===== src/rtl/instr_fetch.sv =====
// Instruction fetch unit: single-outstanding request to instruction memory,
// holds the fetched word until downstream accepts it, supports redirect (flush)
// and misaligned-PC faults.
// Optional feature: define FETCH_TIMEOUT_EN to bound the WAIT state with a
// response timeout (TIMEOUT_CYCLES) plus a stale-response filter.
module instr_fetch #(
  parameter logic [31:0] NOP_INSTR      = 32'h0000_0013,
  parameter int          TIMEOUT_CYCLES = 16
) (
  input  logic        clk,
  input  logic        rst,
  input  logic [31:0] pc_addr,
  input  logic        fetch_en,
  input  logic        flush,
  output logic        imem_req,
  output logic [31:0] imem_addr,
  input  logic        imem_gnt,
  input  logic        imem_rvalid,
  input  logic [31:0] imem_rdata,
  output logic        instr_valid,
  input  logic        instr_ready,
  output logic [31:0] instr_data,
  output logic [31:0] instr_addr,
  output logic        instr_fault,
  output logic        pc_advance
);

  typedef enum logic [1:0] {S_IDLE, S_REQ, S_WAIT, S_HOLD} state_e;

  state_e      state_q, state_d;
  logic [31:0] addr_q, addr_d;
  logic [31:0] data_q, data_d;
  logic [31:0] iaddr_q, iaddr_d;
  logic        fault_q, fault_d;
  logic        drop_q, drop_d;
  logic        rsp_valid;

`ifdef FETCH_TIMEOUT_EN
  localparam int CW = $clog2(TIMEOUT_CYCLES + 1);
  localparam logic [CW-1:0] TMO_LAST = CW'(TIMEOUT_CYCLES - 1);
  logic [CW-1:0] tmo_q, tmo_d;
  logic          stale_q, stale_d;
`endif

  assign imem_req    = (state_q == S_REQ);
  assign imem_addr   = addr_q;
  assign instr_valid = (state_q == S_HOLD);
  assign instr_data  = data_q;
  assign instr_addr  = iaddr_q;
  assign instr_fault = fault_q;
  assign pc_advance  = instr_valid & instr_ready & ~flush;

  // Next-state and datapath update logic
  always_comb begin
    state_d = state_q;
    addr_d  = addr_q;
    data_d  = data_q;
    iaddr_d = iaddr_q;
    fault_d = fault_q;
    drop_d  = drop_q;
`ifdef FETCH_TIMEOUT_EN
    tmo_d   = tmo_q;
    stale_d = stale_q;
    // A response belonging to a timed-out request is swallowed wherever it lands.
    rsp_valid = imem_rvalid & ~stale_q;
    if (imem_rvalid && stale_q) stale_d = 1'b0;
`else
    rsp_valid = imem_rvalid;
`endif

    case (state_q)
      S_IDLE: begin
        if (fetch_en && !flush) begin
          if (pc_addr[1:0] == 2'b00) begin
            addr_d  = pc_addr;
            state_d = S_REQ;
          end else begin
            // Misaligned PC: report a fault without touching memory.
            data_d  = NOP_INSTR;
            fault_d = 1'b1;
            iaddr_d = pc_addr;
            state_d = S_HOLD;
          end
        end
      end

      S_REQ: begin
        // The request stays up until granted even if flushed; drop marks it.
        if (flush) drop_d = 1'b1;
        if (imem_gnt) begin
          state_d = S_WAIT;
`ifdef FETCH_TIMEOUT_EN
          tmo_d = '0;
`endif
        end
      end

      S_WAIT: begin
        if (rsp_valid) begin
          if (drop_q || flush) begin
            drop_d  = 1'b0;
            state_d = S_IDLE;
          end else begin
            data_d  = imem_rdata;
            fault_d = 1'b0;
            iaddr_d = addr_q;
            state_d = S_HOLD;
          end
        end else begin
          if (flush) drop_d = 1'b1;
`ifdef FETCH_TIMEOUT_EN
          if (tmo_q == TMO_LAST) begin
            stale_d = 1'b1;
            tmo_d   = '0;
            if (drop_q || flush) begin
              drop_d  = 1'b0;
              state_d = S_IDLE;
            end else begin
              data_d  = NOP_INSTR;
              fault_d = 1'b1;
              iaddr_d = addr_q;
              state_d = S_HOLD;
            end
          end else begin
            tmo_d = tmo_q + 1'b1;
          end
`endif
        end
      end

      S_HOLD: begin
        if (flush || instr_ready) state_d = S_IDLE;
      end

      default: state_d = S_IDLE;
    endcase
  end

  // State and datapath registers with synchronous reset
  always_ff @(posedge clk) begin
    if (rst) begin
      state_q <= S_IDLE;
      addr_q  <= '0;
      data_q  <= NOP_INSTR;
      iaddr_q <= '0;
      fault_q <= 1'b0;
      drop_q  <= 1'b0;
`ifdef FETCH_TIMEOUT_EN
      tmo_q   <= '0;
      stale_q <= 1'b0;
`endif
    end else begin
      state_q <= state_d;
      addr_q  <= addr_d;
      data_q  <= data_d;
      iaddr_q <= iaddr_d;
      fault_q <= fault_d;
      drop_q  <= drop_d;
`ifdef FETCH_TIMEOUT_EN
      tmo_q   <= tmo_d;
      stale_q <= stale_d;
`endif
    end
  end

endmodule

===== config.mk =====
export PLATFORM = sky130hd
export DESIGN_NAME = instr_fetch
export DESIGN_NICKNAME = d
export VERILOG_FILES = /design/src/rtl/instr_fetch.sv
export SDC_FILE = /design/constraint.sdc
export NUM_CORES = 1
export LEC_CHECK = 0
export BUFFER_PORTS_ARGS = -buffer_cell sky130_fd_sc_hd__buf_2
export CORE_UTILIZATION = 43
export CTS_CLUSTER_DIAMETER = 120
export DETAILED_ROUTE_END_ITERATION = 8
export PLACE_DENSITY = 0.76
export SETUP_SLACK_MARGIN = 0.3
export SYNTH_ARGS = -nofsm -noshare
export SYNTH_HDL_FRONTEND = slang
export SYNTH_SLANG_ARGS = --single-unit

===== constraint.sdc =====
create_clock -name clk -period 1.5 [get_ports clk]
set_input_delay 0 -clock clk [delete_from_list [all_inputs] [get_ports clk]]
set_output_delay 0 -clock clk [all_outputs]
set_load 0.005 [all_outputs]

Word level (Yosys, flattened, before mapping):

Cells that the tools add are included.

* mux-type cells: 26
* add/subtract/negate cells: 0
* equal/unequal tests: 10
* bitwise logic cells: 3
* multipliers: 0
* $lt $le $gt $ge: 0
* div/mod/pow operators: 0
* reduce and logical (&&, ||, !) cells: 12
* shift-type cells: 0

Operators by type and width (number)
* 2-to-1 mux 32 bit: 8
* case mux 32 bit (2 select lines): 2
* 2-to-1 mux 2 bit: 6
* inequality test 2 bit (second input constant): 4
* case mux 2 bit (4 select lines): 1
* 2-to-1 mux 1 bit: 7
* AND reduction 5 bit: 1
* equality test 2 bit (second input constant): 2
* zero test 2 bit: 2
* inequality test 2 x 1 -> 1 bit (second input constant): 2
* case mux 1 bit (2 select lines): 2
* AND reduction 4 bit: 1
* nonzero test 2 bit: 2
* inequality test 3 bit (second input constant): 1
* AND reduction 3 bit: 1
* AND 1 bit: 2
* equality test 2 x 1 -> 1 bit (second input constant): 1
* logical OR 1 bit: 2
* AND reduction 2 bit: 1
* logical AND 1 bit: 1
* zero test 1 bit: 1
* NOT 1 bit: 1

* bits of input ports: 71
* output and inout port bits: 100
* latch bits: 0
* logic and storage cells: 57
* bits in read-only memories: 0
* bits in writable memories: 0
* memories: 0
* bits in registers: 100

Longest topological paths before layout:

* depth after elaboration: 4
* depth in mapped cells: 6
* gate-level depth less buffers: 4

Worst setup path after synthesis:

Ideal clock, no wire load.

* path kind: reg2reg
* from: register state_q[0]
* to: register iaddr_q[4] (netlist: instr_addr[4])
* library setup time: 0.133 ns
* arrival: 1.400 ns
* path buffers: 2
* cell stages (with the launch flop): 7
* setup slack: -0.034 ns
* period minus slack after synthesis: 1.534 ns
* required time: 1.367 ns
* cell sequence: dfxtp_1 -> buf_2 -> or2_4 -> o32a_1 -> nor2_4 -> buf_2 -> a311oi_1

* cells in the longest elaborated chain, start to end: 3
* elaborated cells between the ends (all ways): 9
* classes of those cells: eq/ne (5); mux (1); reduce/logical (3)

Ends and longest elaborated chain
* start, declared: RTL line 30 `state_e state_q, state_d;`
* start signal, assigned: RTL line 153 `state_q <= state_d;`
* equality test 2 bit or zero test 2 bit (tied branches): RTL line 71 `case (state_q)`
* inequality test 2 bit (no line) or nonzero test 2 bit (tied branches)
* AND reduction 5 bit (no line)
* end signal, assigned: RTL line 156 `iaddr_q <= iaddr_d;`
* end, declared: RTL line 33 `logic [31:0] iaddr_q, iaddr_d;`

Several ways; a longest one is shown, not always the timed one.
A chain may end at the register's enable or synchronous reset.

Final worst setup path:

* from: register state_q[1]
* to: register data_q[6] (netlist: instr_data[6])

* cells in the longest elaborated chain, start to end: 3
* elaborated cells between the ends (all ways): 9
* classes of those cells: eq/ne (5); mux (1); reduce/logical (3)

Ends and longest elaborated chain
* equality test 2 bit or zero test 2 bit (tied branches): RTL line 71
* inequality test 2 bit (no line) or nonzero test 2 bit (tied branches)
* AND reduction 5 bit (no line)
* end signal, assigned: RTL line 155 `data_q <= data_d;`
* end, declared: RTL line 32 `logic [31:0] data_q, data_d;`

Several ways; a longest one is shown, not always the timed one.

==> impl_metrics.json <==
{
  "fin_ws_ns": -0.0330,
  "yosys_most_used_dff": "dfxtp_1",
  "die_w_um": 99.4,
  "endpoint_kind": "register",
  "grt_pass1_vias": 4531,
  "rsz0062_at_grt": "true",
  "post-synth-top-count-cell": "nand2_1",
  "clock_skew_ns": 0.0127,
  "gp_congestion": 0.778,
  "p_leak_nw": 2.98,
  "numClockSinks": 100,
  "n_antenna_cell": 0,
  "die_area_sq_um": 9890,
  "maxSlewViolCount": 0,
  "synth_xor_xnor_area_share_pct": 0,
  "yosysTopAreaCell": "dfxtp_1",
  "dp_hpwl_um": 7780,
  "drtAntennaViolNets": 0,
  "num_rows": 35,
  "clk_path_buf_depth": 2,
  "hp-class": "in2reg",
  "viasPerCell": 5.67,
  "muxShareOfSynthArea_pct": 0.981,
  "period_minus_slack_ns": 1.53,
  "drc": 0,
  "ir_worst_vdd_uv": 603,
  "synth_top_area_share_pct": 49.0,
  "synthSimpleGateAreaFrac_pct": 19.5,
  "overflow": 0,
  "drive_above_1_share_pct": 41.8,
  "cp_data_required_time_ns": 1.79,
  "dpl_cell_area_sq_um": 5150,
  "netlist_area_sq_um": 4080,
  "path_max_fanout": 6,
  "ys_types": 31,
  "fp.dieH_um": 99.4,
  "layout.nets": 813,
  "synth-edff-count": 0,
  "p_per_area_nw_per_um2": 1080,
  "final-hold-violation-count": 0,
  "clockRootBuffer": "clkbuf_8",
  "wl_per_cell_um": 17.4,
  "synth_commonest_cells": "nand2_1 (125), dfxtp_1 (100), a21oi_1 (95)",
  "grtUsageTotal_pct": 28.1,
  "path_class": "reg2reg",
  "core-area_sq_um": 9200,
  "insertion_delay_ns": 0.36,
  "h-tree-depth": 3,
  "synth_compound_area_share_pct": 24.4,
  "status": "finished, violations left",
  "fmax_mhz": 652,
  "via_count": 4861,
  "io_buffer_count": 170,
  "design_area_sq_um": 6870,
  "cts_tree": "done",
  "clkTransAtPathRegs_ns": 0.09,
  "syn_to_final_growth_pct": 68.3,
  "routed_wl_um": 14900,
  "async_reset_ff_share_pct": 0,
  "p_total_mw": 7.40,
  "synth-seq-area-share_pct": 49.0,
  "ys_warn_count": 0,
  "cp-start-kind": "register",
  "dr.pass1.iters": 5,
  "synthAdderAreaFrac_pct": 0,
  "final-setup-viol-count": 8,
  "synthTopCellsByArea": "dfxtp_1 (49%), a21oi_1 (12%), nand2_1 (11%), a311oi_1 (6.9%), nand4_1 (4.4%)",
  "ys_ff_latch": 100,
  "cts_made_buffers": 9,
  "syn-num-nets": 570,
  "synth_top_family_by_area": "compound AO/OA/AOI/OAI gates",
  "relSlewSlack_pct": 71.2,
  "netlist_instances": 499,
  "first_iter_violations": 320,
  "initial_utilization_pct": 44.4,
  "period_share_pct": 102,
  "grt_max_degree": 49,
  "crit_arrival_ns": 1.82,
  "cap_violations": 0,
  "synth_area_per_cell_sq_um": 8.18,
  "antenna_found_initial": 0,
  "grt_pass1_wl_um": 22000,
  "io_pins": 171,
  "violations": "setup timing",
  "tightest_slew_ns": 0.432
}
[area by class of cell]
class,count,area [sq um]
multi-input combinational,345,2210
clock buffer,11,141
tap,111,139
fill,636,2330
inverter,3,11.3
timing repair buffer,283,2310
clock inverter,4,50.0
sequential,100,2010
[what timing repair did]
action | CTS | global route
endpoints found under the hold margin | 94 | 0
cloned | 8 | 4
buffers inserted | 8 | 4
endpoints found under the setup margin | 101 | 100
gates resized for setup | 44 | 92
hold buffers | 64 | 0
pin swaps | 26 | 93
[state kept, by name (all words and copies together), names as in the netlist]
register	cells
instr_fault	1
state_q	2
instr_data	32
instr_addr	32
drop_q	1
imem_addr	32
[through the flow]
stage	hold WS [ns]	instances	setup TNS, ns	utilization [%]	setup slack [ns]
after floorplan	0.125	499	-0.638	-	-0.0256
after global placement	0.252	754	0	56.0	0.0157
after detailed placement	0.259	754	-0.818	56.0	-0.0645
after CTS	0.000949	849	0	69.2	0.00226
after global routing	0.00614	857	-4.52	74.7	-0.116
final	0.0248	857	-0.113	74.7	-0.0330
[final timing paths]
kind | to | slack [ns] | cells after the start | start
setup / recovery | instr_data[6]$_SDFFE_PP0P_ | -0.03 | 7 | state_q[1]$_SDFFE_PP0P_
hold / removal | state_q[1]$_SDFFE_PP0P_ | 0.02 | 3 | fetch_en
setup reg to reg | instr_data[6]$_SDFFE_PP0P_ | -0.03 | 7 | state_q[1]$_SDFFE_PP0P_
hold reg to reg | instr_data[3]$_SDFFE_PP0P_ | 0.48 | 2 | instr_data[3]$_SDFFE_PP0P_
[layout by cell type, fill, tap and decap left out, types with 2 or more instances in the layout]
master / Yosys / layout
clkbuf_16: 0 / 4
buf_4: 8 / 9
inv_1: 3 / 3
mux2i_1: 4 / 4
buf_12: 0 / 15
nor2_4: 1 / 2
nor2_1: 5 / 5
a21oi_1: 95 / 60
a21oi_2: 0 / 34
buf_16: 0 / 6
clkbuf_8: 0 / 10
buf_6: 0 / 13
clkinvlp_4: 0 / 2
nor3_1: 6 / 5
o21ai_0: 29 / 28
nand2_2: 0 / 6
a311oi_1: 32 / 32
buf_8: 0 / 3
nand2_1: 125 / 99
nor3b_2: 0 / 2
buf_2: 14 / 169
nand4_1: 29 / 29
dlygate4sd3_1: 0 / 64
nand2_4: 0 / 20
nand2b_4: 1 / 2
dfxtp_1: 100 / 98
[cell families after synthesis]
| group | count (synthesis) |
|---|---|
| mux | 4 |
| buf+inv | 54 |
| simple gates | 176 |
| flops | 100 |
| compound gates | 165 |
[metal layers]
metal	up-vias	track usage, %	wire length (um)
met3	49	5.62	1090
met5	-	0	0
li1	2278	-	-
met1	2273	34.6	6000
met4	0	12.6	488
met2	261	47.6	7310
[power breakdown]
group / leakage (nW) / switching [mW] / internal, mW
Sequential: 0.814 / 0.137 / 2.88
Clock: 0.0914 / 0.900 / 0.807
Combinational: 2.08 / 1.33 / 1.34
[worst max-delay path, stage by stage, from the launching register on]
cell and delay (ns):
dfxtp_4 0.37, or2_4 0.26, o32ai_4 0.14, buf_6 0.17
buf_12 0.14, clkbuf_16 0.15, nand4_1 0.11, a21oi_1 0.14
No activity file was read; power rests on OpenSTA's default activity.
